`config.mk`:
```
export PLATFORM = sky130hd
export DESIGN_NAME = vga_timing_gen_flat
export DESIGN_NICKNAME = d
export VERILOG_FILES = /design/src/rtl/vga_timing_pkg.sv /design/src/rtl/vga_timing_gen_if.sv /design/src/rtl/vga_axis_counter.sv /design/src/rtl/vga_timing_gen.sv /design/src/flat_wrapper.sv
export SDC_FILE = /design/constraint.sdc
export NUM_CORES = 1
export LEC_CHECK = 0
export ABC_CLOCK_PERIOD_IN_PS = 5100
export CAP_MARGIN = 10
export CORE_MARGIN = 3
export CORE_UTILIZATION = 43
export CTS_CLUSTER_SIZE = 24
export DETAILED_ROUTE_END_ITERATION = 10
export HOLD_SLACK_MARGIN = 0.02
export PLACE_DENSITY = 0.7
export SYNTH_ARGS = -nofsm -noshare
export SYNTH_HDL_FRONTEND = slang
export SYNTH_SLANG_ARGS = --single-unit
```
`constraint.sdc`:
```
create_clock -name clk -period 5.1 [get_ports clk]
set_clock_uncertainty 0.1 [all_clocks]
set_input_delay 1.53 -clock clk [delete_from_list [all_inputs] [get_ports clk]]
set_output_delay 1.53 -clock clk [all_outputs]
set_load 0.005 [all_outputs]
```
`src/rtl/vga_timing_pkg.sv`:
```
// Shared constants, phase encoding and helpers for the VGA raster timing generator.
// Defaults describe 640x480@60 with a 25.175 MHz pixel rate.
package vga_timing_pkg;

  localparam int CNT_W = 12;

  localparam int DEF_H_ACTIVE = 640;
  localparam int DEF_H_FRONT  = 16;
  localparam int DEF_H_SYNC   = 96;
  localparam int DEF_H_BACK   = 48;
  localparam int DEF_V_ACTIVE = 480;
  localparam int DEF_V_FRONT  = 10;
  localparam int DEF_V_SYNC   = 2;
  localparam int DEF_V_BACK   = 33;

  typedef enum logic [1:0] {
    PH_SYNC   = 2'd0,
    PH_BACK   = 2'd1,
    PH_ACTIVE = 2'd2,
    PH_FRONT  = 2'd3
  } phase_e;

  // Raster phase of the position currently on the output pins.
  typedef struct packed {
    phase_e h_phase;
    phase_e v_phase;
    logic   last_pixel;
  } dbg_t;

  function automatic int total_len(input int sync, input int back,
                                   input int active, input int front);
    return sync + back + active + front;
  endfunction

endpackage

```
`src/rtl/vga_timing_gen_if.sv`:
```
// Raster output bundle: sync/enable levels, framebuffer fetch addresses and line/frame pulses.
// No handshake: every signal is a registered level valid each clk; addr_x/addr_y are meaningful
// only while their *_valid qualifier is high, and a fetch is due when both qualifiers are high.
interface vga_timing_gen_if #(parameter int ADDR_W = 10);
  import vga_timing_pkg::*;

  logic              vga_hs;
  logic              vga_vs;
  logic              vga_de;
  logic              addr_x_valid;
  logic [ADDR_W-1:0] addr_x;
  logic              addr_y_valid;
  logic [ADDR_W-1:0] addr_y;
  logic              line_start;
  logic              frame_start;
  dbg_t              dbg;

  modport master (
    output vga_hs, vga_vs, vga_de, addr_x_valid, addr_x,
           addr_y_valid, addr_y, line_start, frame_start, dbg
  );

  modport slave (
    input vga_hs, vga_vs, vga_de, addr_x_valid, addr_x,
          addr_y_valid, addr_y, line_start, frame_start, dbg
  );

endinterface

```
`src/rtl/vga_axis_counter.sv`:
```
// One raster axis: position counter with sync/back/active/front decode and a lead-shifted,
// optionally down-scaled fetch address. All decode outputs are combinational from the count.
module vga_axis_counter
  import vga_timing_pkg::*;
#(
  parameter int SYNC       = 96,
  parameter int BACK       = 48,
  parameter int ACTIVE     = 640,
  parameter int FRONT      = 16,
  parameter int LEAD       = 0,
  parameter int SCALE_LOG2 = 0,
  parameter int ADDR_W     = 10
) (
  input  logic              clk,
  input  logic              reset,
  input  logic              adv_i,
  output logic [CNT_W-1:0]  cnt_o,
  output logic              wrap_o,
  output logic              sync_o,
  output logic              active_o,
  output logic              lead_valid_o,
  output logic [ADDR_W-1:0] lead_addr_o,
  output phase_e            phase_o
);

  localparam int TOTAL = total_len(SYNC, BACK, ACTIVE, FRONT);
  localparam int A0    = SYNC + BACK;
  localparam int L0    = A0 - LEAD;

  localparam logic [CNT_W-1:0] LAST_C = CNT_W'(TOTAL - 1);
  localparam logic [CNT_W-1:0] SYNC_C = CNT_W'(SYNC);
  localparam logic [CNT_W-1:0] A0_C   = CNT_W'(A0);
  localparam logic [CNT_W-1:0] AEND_C = CNT_W'(A0 + ACTIVE);
  localparam logic [CNT_W-1:0] L0_C   = CNT_W'(L0);
  localparam logic [CNT_W-1:0] LEND_C = CNT_W'(L0 + ACTIVE);

  if (TOTAL > (1 << CNT_W)) begin : g_total_chk
    $error("vga_axis_counter: total length exceeds counter range");
  end
  if (LEAD > BACK) begin : g_lead_chk
    $error("vga_axis_counter: LEAD must not exceed the back porch");
  end
  if (SCALE_LOG2 > 2) begin : g_scale_chk
    $error("vga_axis_counter: SCALE_LOG2 must be 0..2");
  end

  logic [CNT_W-1:0] cnt_q, cnt_d;
  logic [CNT_W-1:0] lead_offs;
  logic [CNT_W-1:0] lead_scaled;

  always_comb begin
    cnt_d = cnt_q;
    if (adv_i) begin
      cnt_d = (cnt_q == LAST_C) ? '0 : cnt_q + 1'b1;
    end
  end

  always_ff @(posedge clk) begin
    if (reset) begin
      cnt_q <= '0;
    end else begin
      cnt_q <= cnt_d;
    end
  end

  assign cnt_o        = cnt_q;
  assign wrap_o       = adv_i && (cnt_q == LAST_C);
  assign sync_o       = (cnt_q < SYNC_C);
  assign active_o     = (cnt_q >= A0_C) && (cnt_q < AEND_C);
  assign lead_valid_o = (cnt_q >= L0_C) && (cnt_q < LEND_C);

  // The fetch window is the active window moved LEAD pixels earlier.
  assign lead_offs   = cnt_q - L0_C;
  assign lead_scaled = lead_offs >> SCALE_LOG2;
  assign lead_addr_o = lead_valid_o ? ADDR_W'(lead_scaled) : '0;

  always_comb begin
    phase_o = PH_FRONT;
    if (cnt_q < SYNC_C) begin
      phase_o = PH_SYNC;
    end else if (cnt_q < A0_C) begin
      phase_o = PH_BACK;
    end else if (cnt_q < AEND_C) begin
      phase_o = PH_ACTIVE;
    end
  end

endmodule

```
`src/rtl/vga_timing_gen.sv`:
```
// VGA raster timing generator: one horizontal and one vertical axis counter feeding a single
// output register stage, so every output shows the same raster position one clk after the count.
module vga_timing_gen
  import vga_timing_pkg::*;
#(
  parameter int H_ACTIVE   = DEF_H_ACTIVE,
  parameter int H_FRONT    = DEF_H_FRONT,
  parameter int H_SYNC     = DEF_H_SYNC,
  parameter int H_BACK     = DEF_H_BACK,
  parameter int V_ACTIVE   = DEF_V_ACTIVE,
  parameter int V_FRONT    = DEF_V_FRONT,
  parameter int V_SYNC     = DEF_V_SYNC,
  parameter int V_BACK     = DEF_V_BACK,
  parameter bit HS_POL     = 1'b0,
  parameter bit VS_POL     = 1'b0,
  parameter int LEAD       = 0,
  parameter int SCALE_LOG2 = 0,
  parameter int ADDR_W     = 10
) (
  input  logic               clk,
  input  logic               reset,
  input  logic               pix_ce,
  vga_timing_gen_if.master   vga_o
);

  logic [CNT_W-1:0]  hc, vc;
  logic              h_wrap, v_wrap;
  logic              h_sync, v_sync;
  logic              h_active, v_active;
  logic              h_lead_valid, v_lead_valid;
  logic [ADDR_W-1:0] h_addr, v_addr;
  phase_e            h_phase, v_phase;

  vga_axis_counter #(
    .SYNC(H_SYNC), .BACK(H_BACK), .ACTIVE(H_ACTIVE), .FRONT(H_FRONT),
    .LEAD(LEAD), .SCALE_LOG2(SCALE_LOG2), .ADDR_W(ADDR_W)
  ) u_h (
    .clk(clk), .reset(reset), .adv_i(pix_ce),
    .cnt_o(hc), .wrap_o(h_wrap), .sync_o(h_sync), .active_o(h_active),
    .lead_valid_o(h_lead_valid), .lead_addr_o(h_addr), .phase_o(h_phase)
  );

  // Vertical position steps once per completed line; its fetch window never leads.
  vga_axis_counter #(
    .SYNC(V_SYNC), .BACK(V_BACK), .ACTIVE(V_ACTIVE), .FRONT(V_FRONT),
    .LEAD(0), .SCALE_LOG2(SCALE_LOG2), .ADDR_W(ADDR_W)
  ) u_v (
    .clk(clk), .reset(reset), .adv_i(h_wrap),
    .cnt_o(vc), .wrap_o(v_wrap), .sync_o(v_sync), .active_o(v_active),
    .lead_valid_o(v_lead_valid), .lead_addr_o(v_addr), .phase_o(v_phase)
  );

  logic              hs_q, hs_d;
  logic              vs_q, vs_d;
  logic              de_q, de_d;
  logic              axv_q, axv_d;
  logic [ADDR_W-1:0] ax_q, ax_d;
  logic              ayv_q, ayv_d;
  logic [ADDR_W-1:0] ay_q, ay_d;
  logic              ls_q, ls_d;
  logic              fs_q, fs_d;
  dbg_t              dbg_q, dbg_d;

  // Levels hold while the pixel enable is low; the start pulses only fire on a loading clk.
  always_comb begin
    hs_d  = hs_q;
    vs_d  = vs_q;
    de_d  = de_q;
    axv_d = axv_q;
    ax_d  = ax_q;
    ayv_d = ayv_q;
    ay_d  = ay_q;
    ls_d  = 1'b0;
    fs_d  = 1'b0;
    dbg_d = dbg_q;
    if (pix_ce) begin
      hs_d  = h_sync ? HS_POL : ~HS_POL;
      vs_d  = v_sync ? VS_POL : ~VS_POL;
      de_d  = h_active && v_active;
      axv_d = h_lead_valid;
      ax_d  = h_addr;
      ayv_d = v_lead_valid;
      ay_d  = v_addr;
      ls_d  = (hc == '0);
      fs_d  = (hc == '0) && (vc == '0);
      dbg_d = '{h_phase: h_phase, v_phase: v_phase, last_pixel: v_wrap};
    end
  end

  always_ff @(posedge clk) begin
    if (reset) begin
      hs_q  <= ~HS_POL;
      vs_q  <= ~VS_POL;
      de_q  <= 1'b0;
      axv_q <= 1'b0;
      ax_q  <= '0;
      ayv_q <= 1'b0;
      ay_q  <= '0;
      ls_q  <= 1'b0;
      fs_q  <= 1'b0;
      dbg_q <= '0;
    end else begin
      hs_q  <= hs_d;
      vs_q  <= vs_d;
      de_q  <= de_d;
      axv_q <= axv_d;
      ax_q  <= ax_d;
      ayv_q <= ayv_d;
      ay_q  <= ay_d;
      ls_q  <= ls_d;
      fs_q  <= fs_d;
      dbg_q <= dbg_d;
    end
  end

  assign vga_o.vga_hs       = hs_q;
  assign vga_o.vga_vs       = vs_q;
  assign vga_o.vga_de       = de_q;
  assign vga_o.addr_x_valid = axv_q;
  assign vga_o.addr_x       = ax_q;
  assign vga_o.addr_y_valid = ayv_q;
  assign vga_o.addr_y       = ay_q;
  assign vga_o.line_start   = ls_q;
  assign vga_o.frame_start  = fs_q;
  assign vga_o.dbg          = dbg_q;

endmodule

```
`src/flat_wrapper.sv`:
```
// flat-port wrapper written by rule: the top's interface ports become plain ports
module vga_timing_gen_flat import vga_timing_pkg::*;
#(
  parameter int H_ACTIVE   = DEF_H_ACTIVE,
  parameter int H_FRONT    = DEF_H_FRONT,
  parameter int H_SYNC     = DEF_H_SYNC,
  parameter int H_BACK     = DEF_H_BACK,
  parameter int V_ACTIVE   = DEF_V_ACTIVE,
  parameter int V_FRONT    = DEF_V_FRONT,
  parameter int V_SYNC     = DEF_V_SYNC,
  parameter int V_BACK     = DEF_V_BACK,
  parameter bit HS_POL     = 1'b0,
  parameter bit VS_POL     = 1'b0,
  parameter int LEAD       = 0,
  parameter int SCALE_LOG2 = 0,
  parameter int ADDR_W     = 10
)
  (clk, reset, pix_ce, vga_o_vga_hs, vga_o_vga_vs, vga_o_vga_de, vga_o_addr_x_valid, vga_o_addr_x, vga_o_addr_y_valid, vga_o_addr_y, vga_o_line_start, vga_o_frame_start, vga_o_dbg);
  vga_timing_gen_if #(.ADDR_W(ADDR_W)) vga_o_i ();
  input  logic clk;
  input  logic reset;
  input  logic pix_ce;
  output wire logic [$bits(vga_o_i.vga_hs)-1:0] vga_o_vga_hs;
  output wire logic [$bits(vga_o_i.vga_vs)-1:0] vga_o_vga_vs;
  output wire logic [$bits(vga_o_i.vga_de)-1:0] vga_o_vga_de;
  output wire logic [$bits(vga_o_i.addr_x_valid)-1:0] vga_o_addr_x_valid;
  output wire logic [$bits(vga_o_i.addr_x)-1:0] vga_o_addr_x;
  output wire logic [$bits(vga_o_i.addr_y_valid)-1:0] vga_o_addr_y_valid;
  output wire logic [$bits(vga_o_i.addr_y)-1:0] vga_o_addr_y;
  output wire logic [$bits(vga_o_i.line_start)-1:0] vga_o_line_start;
  output wire logic [$bits(vga_o_i.frame_start)-1:0] vga_o_frame_start;
  output wire logic [$bits(vga_o_i.dbg)-1:0] vga_o_dbg;
  assign vga_o_vga_hs = vga_o_i.vga_hs;
  assign vga_o_vga_vs = vga_o_i.vga_vs;
  assign vga_o_vga_de = vga_o_i.vga_de;
  assign vga_o_addr_x_valid = vga_o_i.addr_x_valid;
  assign vga_o_addr_x = vga_o_i.addr_x;
  assign vga_o_addr_y_valid = vga_o_i.addr_y_valid;
  assign vga_o_addr_y = vga_o_i.addr_y;
  assign vga_o_line_start = vga_o_i.line_start;
  assign vga_o_frame_start = vga_o_i.frame_start;
  assign vga_o_dbg = vga_o_i.dbg;
  vga_timing_gen #(.H_ACTIVE(H_ACTIVE), .H_FRONT(H_FRONT), .H_SYNC(H_SYNC), .H_BACK(H_BACK), .V_ACTIVE(V_ACTIVE), .V_FRONT(V_FRONT), .V_SYNC(V_SYNC), .V_BACK(V_BACK), .HS_POL(HS_POL), .VS_POL(VS_POL), .LEAD(LEAD), .SCALE_LOG2(SCALE_LOG2), .ADDR_W(ADDR_W)) u_core (.clk(clk), .reset(reset), .pix_ce(pix_ce), .vga_o(vga_o_i));
endmodule
```
======== Word level (Yosys, flattened, before mapping) ========
Index checks and enable logic that the tools add are counted.
operators by class
  add/subtract/negate cells ............... 4
  $lt $le $gt $ge ......................... 8
  eq/ne operators ......................... 2
  muxes and demuxes ....................... 12
  bitwise operators ....................... 1
  reductions and logical operators ........ 9
operator list
  kind                                                   count
  adder 12 x 1 -> 12 bit (second input constant)         2
  == test 12 x 10 -> 1 bit (second input constant)       2
  logical NOT 12 bit                                     2
  < comparator 12 x 10 -> 1 bit (second input constant)  2
  2-to-1 mux 12 bit                                      2
  2-to-1 mux 10 bit                                      2
  >= comparator 12 x 6 -> 1 bit (second input constant)  1
  >= comparator 12 x 8 -> 1 bit (second input constant)  1
  < comparator 12 x 2 -> 1 bit (second input constant)   1
  < comparator 12 x 6 -> 1 bit (second input constant)   1
  < comparator 12 x 7 -> 1 bit (second input constant)   1
  < comparator 12 x 8 -> 1 bit (second input constant)   1
  subtractor 10 x 6 -> 10 bit (second input constant)    1
  subtractor 10 x 8 -> 10 bit (second input constant)    1
  2-to-1 mux 2 bit                                       4
  logical AND 1 bit                                      6
  2-to-1 mux 1 bit                                       4
  OR reduction 2 bit                                     1
  NOT 1 bit                                              1
word-level totals
  register bits ........................... 56
  input port bits ......................... 3
  output and inout bits ................... 32
  word-level logic and storage cells ...... 50

======== Longest topological paths before layout ========
Gate-level depths: netlist (run 1).
  depth after elaboration ................. 4
  gate-level depth with buffers ........... 7
  mapped depth without buffers ............ 6

======== Modules after synthesis ========
Synthesis (run 1) repeated with hierarchy kept, for this count alone.
unflattened totals
  cells, all modules ...................... 334
  area, all modules ....................... 2,975.4 µm²
by module, submodules not included
  module                         instances  cells an instance  area each (µm²)  seq. area each (µm²)
  vga_timing_gen                 1          111                1,159.9          640.6
  vga_axis_counter (u_core.u_h)  1          108                909.6            240.2
  vga_axis_counter (u_core.u_v)  1          115                905.9            240.2

======== Worst setup path before layout (run 1) ========
No wires, ideal clock.
  path kind ............................... input port to flip-flop
  start point ............................. input pix_ce
  end point ............................... register u_core.u_v.cnt_q[4] (netlist: u_core.u_v.cnt_o[4])
  data arrival time ....................... 2.450 ns
  path slack .............................. 2.459 ns
  cell stages on the path ................. 5
  cell sequence ........................... and4_1 and4_1 buf_2 a31oi_1 a311oi_1
between the ends
  word-level cells in the longest chain between the ends .. 1
ends and longest elaborated chain
  element               RTL line                source
  from (decl)           flat_wrapper.sv:22      input logic pix_ce;
  logical AND 1 bit     vga_axis_counter.sv:67  assign wrap_o = adv_i && (cnt_q == LAST_C);
  to (signal assigned)  vga_axis_counter.sv:62  cnt_q <= cnt_d;
  to (decl)             vga_axis_counter.sv:47  logic [CNT_W-1:0] cnt_q, cnt_d;
No other way between the ends.
A chain may end at the register's enable or synchronous reset.

==> results of run 1 <==
-- sequential cells by signal, summed over array words and instances (netlist names) --
register,count
u_core.u_h.cnt_o,12
u_core.u_v.cnt_o,12
u_core.vga_o.addr_x,10
u_core.vga_o.addr_x_valid,1
u_core.vga_o.addr_y,10
u_core.vga_o.addr_y_valid,1
u_core.vga_o.dbg,5
u_core.vga_o.frame_start,1
u_core.vga_o.line_start,1
u_core.vga_o.vga_de,1
u_core.vga_o.vga_hs,1
u_core.vga_o.vga_vs,1
-- synthesized netlist by cell type, drive strengths merged (2+ instances only) --
library cell | count | share of area (%)
o22ai | 2 | 0.45
nor4 | 5 | 1.7
nand3 | 13 | 2.4
a21oi | 14 | 3.0
nand4 | 7 | 1.6
nor4b | 2 | 0.86
nor3 | 6 | 1.1
a31oi | 2 | 0.45
and4 | 4 | 1.3
nand2b | 12 | 2.7
nor2 | 23 | 3.1
a22o | 11 | 3.5
and3 | 4 | 0.91
xnor2 | 13 | 4.1
a311oi | 3 | 0.95
nand3b | 4 | 1.1
ha | 7 | 3.2
dfxtp | 56 | 41
clkbuf | 12 | 1.6
inv | 19 | 2.6
buf | 11 | 2.4
a211oi | 3 | 1.2
nor2b | 3 | 0.68
o21ai | 11 | 2.0
xor2 | 8 | 2.5
o32ai | 8 | 2.5
a21boi | 6 | 1.6
o211ai | 3 | 0.82
or3 | 7 | 1.6
nand2 | 26 | 3.5
-- stage by stage --
step | total power [mW] | cell area, sq um | hold WS (ns)
after floorplan | 0.4912 | 2754 | 0.3388
after global placement | 0.5119 | 3099 | 0.3286
after detailed placement | 0.5132 | 3099 | 0.3368
after CTS | 0.7974 | 3207 | 0.3491
after global routing | 0.8210 | 3207 | 0.3897
final | 0.7884 | 3207 | 0.3444
-- power by group --
part           switching (mW)  leakage (nW)  internal, mW  total [mW]
Combinational          0.0248         0.617        0.0253      0.0501
Clock                   0.140        0.0552         0.146       0.286
Sequential            0.00719         0.453         0.445       0.453
Total                   0.172          1.13         0.617       0.788
-- cells by family after synthesis --
family | count (synthesis)
compound gates | 68
mux | 1
flops | 56
xor+xnor | 21
fa+ha+maj | 7
buf+inv | 42
simple gates | 122
-- worst min-delay path, stage by stage, from the launching register on --
cell,delay [ns]
sky130_fd_sc_hd__dfxtp_1,0.32
sky130_fd_sc_hd__nand2_1,0.05
sky130_fd_sc_hd__nand2_1,0.04
-- final cells by class --
type | instances | area (sq um) | area share [%]
Timing Repair Buffer | 37 | 362.8 | 11.31
Tap cell | 75 | 93.84 | 2.926
Inverter | 19 | 71.32 | 2.224
Clock inverter | 2 | 35.03 | 1.092
Sequential cell | 56 | 1121 | 34.96
Multi-Input combinational cell | 219 | 1450 | 45.22
Clock buffer | 6 | 72.57 | 2.263
-- path summary, 6_finish.rpt --
| path | cells past startpoint | slack (ns) | endpoint |
|---|---|---|---|
| setup / recovery | 5 | 1.79 | u_core.vga_o.addr_x[4] |
| hold / removal | 2 | 0.34 | u_core.vga_o.addr_y_valid |
| setup reg to reg | 6 | 2.89 | u_core.vga_o.addr_x[4] |
| hold reg to reg | 2 | 0.34 | u_core.vga_o.addr_y_valid |
-- routing by layer --
metal | wire length, um | global-route usage [%] | share of wire [%]
met1 | 3009 | 24.57 | 50
met2 | 2580 | 25.09 | 43
met3 | 308 | 1.921 | 5.2
met4 | 72 | 6.475 | 1.2
met5 | 0 | 0 | 0
-- cells in the final DEF (no fill, tap or decap), types with 2 or more instances in the layout --
master	n
sky130_fd_sc_hd__nand2b_1	12
sky130_fd_sc_hd__clkdlybuf4s50_1	34
sky130_fd_sc_hd__a22o_1	11
sky130_fd_sc_hd__inv_1	19
sky130_fd_sc_hd__nand4_1	7
sky130_fd_sc_hd__a211oi_2	2
sky130_fd_sc_hd__nand3_1	13
sky130_fd_sc_hd__a311oi_1	3
sky130_fd_sc_hd__nor2_1	23
sky130_fd_sc_hd__nand2_1	26
sky130_fd_sc_hd__o22ai_1	2
sky130_fd_sc_hd__and4_1	4
sky130_fd_sc_hd__xnor2_1	13
sky130_fd_sc_hd__and3_1	4
sky130_fd_sc_hd__nor2b_1	3
sky130_fd_sc_hd__o32ai_1	8
sky130_fd_sc_hd__a21oi_1	13
sky130_fd_sc_hd__ha_1	7
sky130_fd_sc_hd__o211ai_1	3
sky130_fd_sc_hd__or3_1	7
sky130_fd_sc_hd__a31oi_1	2
sky130_fd_sc_hd__dfxtp_1	56
sky130_fd_sc_hd__o21ai_0	11
sky130_fd_sc_hd__buf_4	3
sky130_fd_sc_hd__a21boi_0	6
sky130_fd_sc_hd__nor4_1	4
sky130_fd_sc_hd__nand3b_1	4
sky130_fd_sc_hd__nor3_1	6
sky130_fd_sc_hd__clkbuf_8	5
sky130_fd_sc_hd__xor2_1	8
==> Implementation_results.wiki, run 1 <==
{| class="wikitable"
! Metric !! Value
|-
| F_max || 302.3 MHz
|-
| Post-Syn Area || 0.002754 sq mm
|-
| Vertical die dimension || 86.03 um
|-
| Area of the die || 0.007400 sq mm
|-
| Synth Area in Compound Gates || 18.08%
|-
| Max Fanout on Critical Path || 36
|-
| Proportion of register bits with asynchronous set or reset after synthesis || 0%
|-
| Global router's overall resource usage || 16.80%
|-
| Clk pin slew, worst setup/hold paths || 0.09 ns
|-
| RSZ-0062 raised after global routing || false
|-
| Port Buffer Count || 34
|-
| Cell-by-cell trace of the critical path || clkdlybuf4s50_1 > buf_4 > nand2b_1 > a211oi_2 > a22o_1
|-
| Slowest cell delay on critical path || 0.74 ns
|-
| Class of the tightest hold or removal check || flop to flop
|-
| Net count, final || 348
|-
| Post-layout minimum cycle time || 3.308 ns
|-
| Worst Setup End Kind || flop
|-
| Starting density of the core || 45.44%
|-
| P_leak || 1.125 nW
|-
| Parity-gate share of the synthesized area counting xor and xnor cells || 6.679%
|-
| Category of cells accounting for the largest share of critical-path delay || compound AO/OA/AOI/OAI gates
|-
| Average cell area after synthesis || 8.687 sq um
|-
| Number of fillers in the final layout || 589
|-
| Adder-cell share of the synthesized area || 3.180%
|-
| Number of vias in the routed layout || 2262
|-
| Arrival time worst endpoint || 3.46 ns
|-
| Main combinational cell family by area after synthesis || simple AND/OR/NAND/NOR gates
|-
| Worst path bufs/invs || 2
|-
| CTS HTree Levels || 2
|-
| TritonCTS Buffers || 5
|-
| Post-Syn Nets || 327
|-
| Global-route wire length before repair || 10070 um
|-
| Final max-slew violation count || 0
|-
| Core box area || 0.006061 sq mm
|-
| 1st-pass router iterations || 4
|-
| Origin of the worst setup path || reset
|-
| Origin of the worst min-delay path || u_core.vga_o.addr_y_valid
|-
| Post-synthesis sequential area ratio || 40.71%
|-
| Req. time, crit path || 5.25 ns
|-
| Number of clock sinks seen by CTS || 56
|-
| Utilization after layout || 52.91%
|-
| Wire length after detailed routing || 5970 um
|-
| Post-synth EDFFs || 0
|-
| Startpoint class of the critical path || input pin
|-
| Final number of setup-violating endpoints || 0
|-
| Routed length per placed instance || 14.42 um
|-
| Most frequently used flop master after synthesis || sky130_fd_sc_hd__dfxtp_1
|-
| Buffer depth of the longest clock path || 2
|-
| Number of placement rows || 28
|-
| Cell with the largest stage delay on the worst path || sky130_fd_sc_hd__a211oi_2
|-
| Layout cell share with drive strength beyond 1 || 5.015%
|-
| Overflow after GRT || 0
|-
| Number of cells after detailed placement || 406
|-
| Relative slew margins || 44.24%
|-
| Largest net degree at the start of global routing || 37
|-
| Final antenna-violating net count || 0
|-
| Synth unique cells || 48
|-
| DRC || 0
|-
| Status || finished clean
|-
| Via count of the first global-routing pass || 2125
|-
| Number of instances in the synthesized netlist || 317
|-
| Max cap viols || 0
|-
| Worst R2R Start || u_core.u_h.cnt_o[4]
|-
| Antenna diode count || 0
|-
| Area Growth Syn to Fin || 16.45%
|-
| Placer Congestion || 0.8840
|-
| Peak VDD IR || 0.0001313 V
|-
| Area share of and/or/nand/nor cells after synthesis || 24.35%
|-
| Final Non-Filler Cells || 414
|-
| Final worst path period share || 64.86%
|-
| Detail-routed via count per cell || 5.464
|-
| Detailed Route Iter0 Violations || 93
|-
| Post-route setup TNS || 0 ns
|-
| Die W || 86.03 um
|-
| Final Worst Setup Slack || 1.792 ns
|-
| Root buffer selected by CTS || sky130_fd_sc_hd__clkbuf_8
|-
| Clock latency reported for the late side of the worst-skew pair || 0.31 ns
|-
| Count of buffers added by post-CTS timing repair for setup || 0
|-
| Multiplexer share of the synthesized area || 0.3635%
|-
| Post-detail-place hpwl || 4232 um
|-
| Final Hold Vio Count || 0
|-
| Number of buffers inserted by hold repair at cts || 0
|-
| Number of primary I/O pins || 35
|-
| Flops & latches, synth || 56
|-
| Gates resized, CTS repair || 0
|-
| Power Dens Cells || 245.8 mW/mm^2
|-
| TritonCTS clock tree || done
|-
| Number of antenna violations at the first check in global routing || 0
|-
| Transition time of the tightest slew-check pin || 0.8349 ns
|-
| Warnings, synthesis || 0
|-
| Critical path type || input pin to flop
|-
| Setup slack at placement || 1.487 ns
|}
Power figures use the tool's default switching activity.
==> run 2: changes to the inputs <==
--- a/config.mk
+++ b/config.mk
@@ -5,14 +5,14 @@
 export SDC_FILE = /design/constraint.sdc
 export NUM_CORES = 1
 export LEC_CHECK = 0
-export ABC_CLOCK_PERIOD_IN_PS = 5100
+export ABC_CLOCK_PERIOD_IN_PS = 3020
 export CAP_MARGIN = 10
 export CORE_MARGIN = 3
 export CORE_UTILIZATION = 43
 export CTS_CLUSTER_SIZE = 24
 export DETAILED_ROUTE_END_ITERATION = 10
 export HOLD_SLACK_MARGIN = 0.02
-export PLACE_DENSITY = 0.7
+export PLACE_DENSITY = 0.72
 export SYNTH_ARGS = -nofsm -noshare
 export SYNTH_HDL_FRONTEND = slang
 export SYNTH_SLANG_ARGS = --single-unit
==> constraint.sdc (replaced) <==
create_clock -name clk -period 3.02 [get_ports clk]
set_clock_uncertainty 0.1 [all_clocks]
set_input_delay 0.906 -clock clk [delete_from_list [all_inputs] [get_ports clk]]
set_output_delay 0.906 -clock clk [all_outputs]
set_load 0.005 [all_outputs]
==> run 2 against run 1 <==
  * Final cell count grew 0.72%
  * Highest routed layer unchanged
  * Count of clock-buffer cells in the layout is 1 higher
  * Sequential share of layout area is 0.23 points lower
  * First-iteration DRC count is 27% higher
  * Via count increased by 2.8%
  * Largest power group unchanged
==> Implementation_results.wiki, run 2 (synthesis results as in run 1) <==
{| class="wikitable"
! Metric !! Value
|-
| Number of antenna violations at the first check in global routing || 0 (unchanged)
|-
| Worst path bufs/invs || 1 (-1)
|-
| CTS HTree Levels || 2 (unchanged)
|-
| Met1 capacity usage during global routing || 24.96% (+0.38 points)
|-
| Placer Congestion || 0.8641 (-2.3%)
|-
| Global router's overall resource usage || 17.20% (+0.40 points)
|-
| Setup slack at placement || 0.2562 ns (-1.231 ns)
|-
| Number of buffers inserted by hold repair at cts || 0 (unchanged)
|-
| TritonCTS Buffers || 5 (unchanged)
|-
| Max cap viols || 0 (unchanged)
|-
| Smallest hold slack || 0.3441 ns (-0.0002530 ns)
|-
| Overall power || 1.275 mW (+62%)
|-
| Wire length after detailed routing || 6059 um (+1.5%)
|-
| Port Buffer Count || 34 (unchanged)
|-
| Max Fanout on Critical Path || 15 (-58%)
|-
| Vertical die dimension || 86.03 um (unchanged)
|-
| Antenna diode count || 0 (unchanged)
|-
| Detail-routed via count per cell || 5.578 (+2.1%)
|-
| Arrival time worst endpoint || 2.61 ns (-0.85 ns)
|-
| Count of buffers added by post-CTS timing repair for setup || 0 (unchanged)
|-
| Peak VDD IR || 0.0002102 V (+60%)
|-
| Power Dens Cells || 394.8 mW/mm^2 (+61%)
|-
| Global-route wire length before repair || 10440 um (+3.6%)
|-
| Post-detail-place hpwl || 4294 um (+1.5%)
|-
| Status || finished clean
|-
| F_max || 401.3 MHz
|-
| TritonCTS clock tree || done
|-
| Depth of the critical timing path with buffers and inverters included || 5 (unchanged)
|-
| Layout cell share with drive strength beyond 1 || 5.848% (+0.83 points)
|-
| Number of placement rows || 28 (unchanged)
|-
| Largest net degree at the start of global routing || 36 (-2.7%)
|-
| Final antenna-violating net count || 0 (unchanged)
|-
| Most utilized layer in the global route result || met2
|-
| Final Hold Vio Count || 0 (unchanged)
|-
| Critical path type || input pin to flop
|-
| P_leak || 1.134 nW (+0.73%)
|-
| Area of the die || 0.007400 sq mm (unchanged)
|-
| Transition time of the tightest slew-check pin || 0.7511 ns (-0.08381 ns)
|-
| Number of cells on the worst reg-to-reg path || 5 (-1)
|-
| RSZ-0062 raised after global routing || false
|-
| Number of primary I/O pins || 35 (unchanged)
|-
| Reg2Reg Setup Slack || 0.89 ns (-2.00 ns)
|-
| M2 GR Usage || 25.51% (+0.42 points)
|-
| Via count of the first global-routing pass || 2178 (+2.5%)
|-
| Worst Setup EP || u_core.u_v.cnt_o[4]
|-
| Die W || 86.03 um (unchanged)
|-
| Worst Setup End Kind || flop
|-
| Post-layout minimum cycle time || 2.492 ns
|-
| Detailed Route Iter0 Violations || 118 (+27%)
|-
| Area Growth Syn to Fin || 17.22%
|-
| Startpoint class of the critical path || input pin
|-
| Overflow after GRT || 0 (unchanged)
|-
| Req. time, crit path || 3.14 ns (-2.11 ns)
|-
| Slowest cell delay on critical path || 0.52 ns (-0.22 ns)
|-
| Category of cells accounting for the largest share of critical-path delay || simple AND/OR/NAND/NOR gates
|-
| Root buffer selected by CTS || sky130_fd_sc_hd__clkbuf_8
|-
| Most frequent cells in the layout || sky130_fd_sc_hd__dfxtp_1 (56), sky130_fd_sc_hd__clkdlybuf4s50_1 (34), sky130_fd_sc_hd__nand2_1 (26), sky130_fd_sc_hd__nor2_1 (23), sky130_fd_sc_hd__inv_1 (19)
|-
| GRT met3 Usage || 2.690% (+0.77 points)
|-
| Clk pin slew, worst setup/hold paths || 0.09 ns (about the same)
|-
| Routed length per placed instance || 14.53 um (+0.76%)
|-
| Net count, final || 351 (+0.86%)
|-
| Gates resized, CTS repair || 0 (unchanged)
|-
| Most frequent standard cell in the layout excluding fill and tap cells || sky130_fd_sc_hd__dfxtp_1
|-
| Cell with the largest stage delay on the worst path || sky130_fd_sc_hd__clkdlybuf4s50_1
|-
| Core box area || 0.006061 sq mm (unchanged)
|-
| Final number of setup-violating endpoints || 0 (unchanged)
|-
| Post-route setup TNS || 0 ns (unchanged)
|-
| Buffer depth of the longest clock path || 2 (unchanged)
|-
| Final Worst Setup Slack || 0.5278 ns (-1.264 ns)
|-
| Clock latency reported for the late side of the worst-skew pair || 0.31 ns (about the same)
|-
| Worst R2R Start || u_core.u_v.cnt_o[1]
|-
| Starting density of the core || 45.44% (unchanged)
|-
| Final max-slew violation count || 0 (unchanged)
|-
| Relative slew margins || 49.27% (+5.0 points)
|-
| DRC || 0 (unchanged)
|-
| Number of vias in the routed layout || 2326 (+2.8%)
|-
| Origin of the worst setup path || pix_ce
|-
| Cell-by-cell trace of the critical path || clkdlybuf4s50_1 > and4_1 > and4_1 > a31oi_1 > a311oi_1
|-
| Final worst path period share || 82.52%
|-
| Most common cell on crit path || sky130_fd_sc_hd__and4_1
|-
| Class of the tightest hold or removal check || flop to flop
|-
| Number of clock sinks seen by CTS || 56 (unchanged)
|-
| Worst reg2reg endpoint || u_core.vga_o.addr_y[9]
|-
| 1st-pass router iterations || 5 (+1)
|}
==> run 2: changes by cell type in the layout (fill, tap and decap cells not counted) <==
cell,delta
sky130_fd_sc_hd__bufinv_16,-1
sky130_fd_sc_hd__buf_4,+2
sky130_fd_sc_hd__clkbuf_8,+1
sky130_fd_sc_hd__clkinvlp_4,+1
sky130_fd_sc_hd__clkinv_2,-1
sky130_fd_sc_hd__buf_12,+1
==> run 2: tightest hold or removal path: cells and delay by family (launching register included) <==
kind	cells	cell delay, ns
and+or+nand+nor	2	0.09
DFF	1	0.32
==> run 2: metrics by stage <==
stage	utilization [%]	instances	area [sq um]
6_report	53.26	417	3228
2_1_floorplan	-	317	2754
4_1_cts	53.26	417	3228
3_5_place_dp	51.71	409	3134
3_3_place_gp	51.71	409	3134
5_1_grt	53.26	417	3228
==> run 2: worst min-delay path by stage <==
stage          depth (start not counted)                         to                 startpoint
2_1_floorplan                          2  u_core.vga_o.addr_y_valid  u_core.vga_o.addr_y_valid
3_3_place_gp                           2  u_core.vga_o.addr_y_valid  u_core.vga_o.addr_y_valid
3_5_place_dp                           2  u_core.vga_o.addr_y_valid  u_core.vga_o.addr_y_valid
4_1_cts                                2  u_core.vga_o.addr_y_valid  u_core.vga_o.addr_y_valid
5_1_grt                                2  u_core.vga_o.addr_y_valid  u_core.vga_o.addr_y_valid
6_report                               2  u_core.vga_o.addr_y_valid  u_core.vga_o.addr_y_valid
==> run 2: power by group <==
part	internal (mW)	switching (mW)	leakage [nW]
clock network	0.187	0.235	0.0445
logic	0.0459	0.0426	0.636
registers	0.752	0.0121	0.453
total	0.985	0.290	1.13
==> run 2: area by class of cell <==
class	instances	area, sq um
sequential	56	1121
clock buffer	7	86.33
inverter	19	71.32
clock inverter	1	7.507
tap	75	93.84
timing repair buffer	40	397.9
fill	565	2833
multi-input combinational	219	1450
==> run 2: per-layer routing <==
layer,vias up,wire length [um]
met5,-,0
met4,0,106
met3,8,296
met2,76,2631
met1,1076,3024
li1,1166,-
==> run 3: changes to the inputs <==
--- a/config.mk
+++ b/config.mk
@@ -5,14 +5,14 @@
 export SDC_FILE = /design/constraint.sdc
 export NUM_CORES = 1
 export LEC_CHECK = 0
-export ABC_CLOCK_PERIOD_IN_PS = 3020
+export ABC_CLOCK_PERIOD_IN_PS = 2300
 export CAP_MARGIN = 10
 export CORE_MARGIN = 3
 export CORE_UTILIZATION = 43
 export CTS_CLUSTER_SIZE = 24
 export DETAILED_ROUTE_END_ITERATION = 10
 export HOLD_SLACK_MARGIN = 0.02
-export PLACE_DENSITY = 0.72
+export PLACE_DENSITY = 0.7
 export SYNTH_ARGS = -nofsm -noshare
 export SYNTH_HDL_FRONTEND = slang
 export SYNTH_SLANG_ARGS = --single-unit
==> constraint.sdc (replaced) <==
create_clock -name clk -period 2.3 [get_ports clk]
set_clock_uncertainty 0.1 [all_clocks]
set_input_delay 0.69 -clock clk [delete_from_list [all_inputs] [get_ports clk]]
set_output_delay 0.69 -clock clk [all_outputs]
set_load 0.005 [all_outputs]
==> run 3 against run 2 <==
  * Clock power is 37% higher
  * Flip-flop and latch count stayed put
  * Count of clock-buffer cells in the layout fell by 2
  * Sequential share of layout area decreased by 1.5 points
  * Design area is 4.5% higher
  * Combinational power is 41% higher
  * Critical endpoint is now u_core.u_v.cnt_o[7]
==> Implementation_results.wiki, run 3 (synthesis results as in run 1) <==
{| class="wikitable"
! Metric !! Value
|-
| Max Fanout on Critical Path || 16 (+1)
|-
| Worst Setup End Kind || flop
|-
| Post-layout minimum cycle time || 2.044 ns
|-
| Number of fillers in the final layout || 536 (-5.1%)
|-
| Most frequent standard cell in the layout excluding fill and tap cells || sky130_fd_sc_hd__dfxtp_1
|-
| Origin of the worst min-delay path || u_core.vga_o.addr_y_valid
|-
| Worst path bufs/invs || 0 (-1)
|-
| Worst reg2reg endpoint || u_core.u_v.cnt_o[7]
|-
| Number of primary I/O pins || 35 (unchanged)
|-
| Cell-by-cell trace of the critical path || nor4b_1 > nand3_1 > nand2_1 > o32ai_1
|-
| Relative slew margins || 61.61% (+12 points)
|-
| Final number of setup-violating endpoints || 0 (unchanged)
|-
| Arrival time worst endpoint || 2.15 ns (-0.46 ns)
|-
| Depth of the critical timing path with buffers and inverters included || 4 (-1)
|-
| Wire length after detailed routing || 6137 um (+1.3%)
|-
| Max cap viols || 0 (unchanged)
|-
| Number of cells after detailed placement || 424 (+3.7%)
|-
| Placer Congestion || 0.9122 (+5.6%)
|-
| Non-Filler Cell Area, Final || 0.003372 sq mm (+4.5%)
|-
| Final Hold Vio Count || 0 (unchanged)
|-
| Startpoint class of the critical path || flop
|-
| Class of the tightest hold or removal check || flop to flop
|-
| Global router's overall resource usage || 17.69% (+0.48 points)
|-
| P_leak || 1.210 nW (+6.7%)
|-
| Die W || 86.03 um (unchanged)
|-
| Area Growth Syn to Fin || 22.44%
|-
| Clock latency reported for the late side of the worst-skew pair || 0.32 ns (about the same)
|-
| TritonCTS clock tree || done
|-
| RSZ-0062 raised after global routing || false
|-
| Post-detail-place hpwl || 4420 um (+2.9%)
|-
| Detail-routed via count per cell || 5.414 (-2.9%)
|-
| Port Buffer Count || 34 (unchanged)
|-
| Final worst path period share || 88.87%
|-
| Most frequent cells in the layout || sky130_fd_sc_hd__dfxtp_1 (56), sky130_fd_sc_hd__clkdlybuf4s50_1 (34), sky130_fd_sc_hd__nand2_1 (26), sky130_fd_sc_hd__nor2_1 (23), sky130_fd_sc_hd__inv_1 (19)
|-
| Peak VDD IR || 0.0002562 V (+22%)
|-
| Root buffer selected by CTS || sky130_fd_sc_hd__clkbuf_8
|-
| Via count of the first global-routing pass || 2184 (+0.28%)
|-
| Count of buffers added by post-CTS timing repair for setup || 0 (unchanged)
|-
| Utilization after layout || 55.64% (+2.4 points)
|-
| 1st-pass router iterations || 4 (-1)
|-
| F_max || 489.3 MHz
|-
| Cell with the largest stage delay on the worst path || sky130_fd_sc_hd__nand3_1
|-
| Worst Setup EP || u_core.u_v.cnt_o[7]
|-
| Layout cell share with drive strength beyond 1 || 10.36% (+4.5 points)
|-
| Area of the die || 0.007400 sq mm (unchanged)
|-
| Slowest cell delay on critical path || 0.54 ns (+0.02 ns)
|-
| Reg2Reg Setup Slack || 0.26 ns (-0.63 ns)
|-
| Origin of the worst setup path || u_core.u_v.cnt_o[11]
|-
| Core box area || 0.006061 sq mm (unchanged)
|-
| Worst R2R Start || u_core.u_v.cnt_o[11]
|-
| Net count, final || 366 (+4.3%)
|-
| Number of cells on the worst reg-to-reg path || 4 (-1)
|-
| Largest net degree at the start of global routing || 25 (-31%)
|-
| Overflow after GRT || 0 (unchanged)
|-
| Number of placement rows || 28 (unchanged)
|-
| CTS HTree Levels || 2 (unchanged)
|-
| Smallest hold slack || 0.3537 ns (+0.009559 ns)
|-
| Placed cell area || 0.003272 sq mm (+4.4%)
|-
| Status || finished clean
|-
| Final Non-Filler Cells || 432 (+3.6%)
|-
| Final Worst Setup Slack || 0.2561 ns (-0.2717 ns)
|-
| Global-route wire length before repair || 10550 um (+1.1%)
|-
| TritonCTS Buffers || 5 (unchanged)
|-
| Category of cells accounting for the largest share of critical-path delay || simple AND/OR/NAND/NOR gates
|-
| Req. time, crit path || 2.41 ns (-0.73 ns)
|-
| DRC || 0 (unchanged)
|-
| Buffer depth of the longest clock path || 2 (unchanged)
|-
| Setup slack at placement || -0.08253 ns (-0.3387 ns)
|-
| Starting density of the core || 45.44% (unchanged)
|-
| Number of vias in the routed layout || 2339 (+0.56%)
|-
| Detailed Route Iter0 Violations || 123 (+4.2%)
|-
| Transition time of the tightest slew-check pin || 0.5742 ns (-0.1769 ns)
|-
| Routed length per placed instance || 14.21 um (-2.2%)
|-
| Vertical die dimension || 86.03 um (unchanged)
|-
| Clk pin slew, worst setup/hold paths || 0.11 ns (+0.02 ns)
|-
| Critical path type || flop to flop
|-
| Power Dens Cells || 506.5 mW/mm^2 (+28%)
|-
| Final max-slew violation count || 0 (unchanged)
|-
| Number of clock sinks seen by CTS || 56 (unchanged)
|-
| Number of antenna violations at the first check in global routing || 0 (unchanged)
|-
| Final antenna-violating net count || 0 (unchanged)
|-
| Antenna diode count || 0 (unchanged)
|}
## run 3: area by class of cell
type	instances	area, sq um	share of cell area (%)
clock inverters	3	27.53	0.8163
repair buffers	55	535.5	15.88
inverters	19	71.32	2.115
clock buffers	5	68.82	2.041
multi-input cells	219	1454	43.12
well taps	75	93.84	2.783
flip-flops and latches	56	1121	33.25
## run 3: worst reg2reg max path, cell delays in order, from the launching register on
cell	delay (ns)
sky130_fd_sc_hd__dfxtp_1	0.36
sky130_fd_sc_hd__nor4b_1	0.47
sky130_fd_sc_hd__nand3_1	0.54
sky130_fd_sc_hd__nand2_1	0.35
sky130_fd_sc_hd__o32ai_1	0.11
## run 3: repair_timing
action                                  in CTS  in global routing
hold buffers                                 0                  0
endpoints found under the setup margin       0                  5
gates resized for setup                      0                  1
## run 3: power by group
| part | switching (mW) | internal (mW) |
|---|---|---|
| Clock | 0.354 | 0.225 |
| Combinational | 0.0563 | 0.0688 |
| Sequential | 0.0163 | 0.988 |
## run 3: how the worst min path moves through the flow
stage                                           end  slack (ns)  depth (start not counted)
after floorplan           u_core.vga_o.addr_y_valid        0.34                          2
after global placement    u_core.vga_o.addr_y_valid        0.33                          2
after detailed placement  u_core.vga_o.addr_y_valid        0.34                          2
final                     u_core.vga_o.addr_y_valid        0.35                          2
after global routing      u_core.vga_o.addr_y_valid        0.38                          2
after CTS                 u_core.vga_o.addr_y_valid        0.35                          2
## run 3: metrics by stage
| stage | power (mW) | setup TNS (ns) |
|---|---|---|
| floorplan | 1.089 | 0 |
| global placement | 1.149 | -0.02791 |
| detailed placement | 1.151 | -0.2288 |
| CTS | 1.728 | 0 |
| global route | 1.778 | 0 |
| finish | 1.708 | 0 |
## run 3: per-layer routing
| metal | wire [um] | global-route usage [%] |
|---|---|---|
| met1 | 3178 | 26.91 |
| met4 | 85 | 6.043 |
| met2 | 2605 | 25.02 |
| met3 | 267 | 2.786 |
| met5 | 0 | 0 |
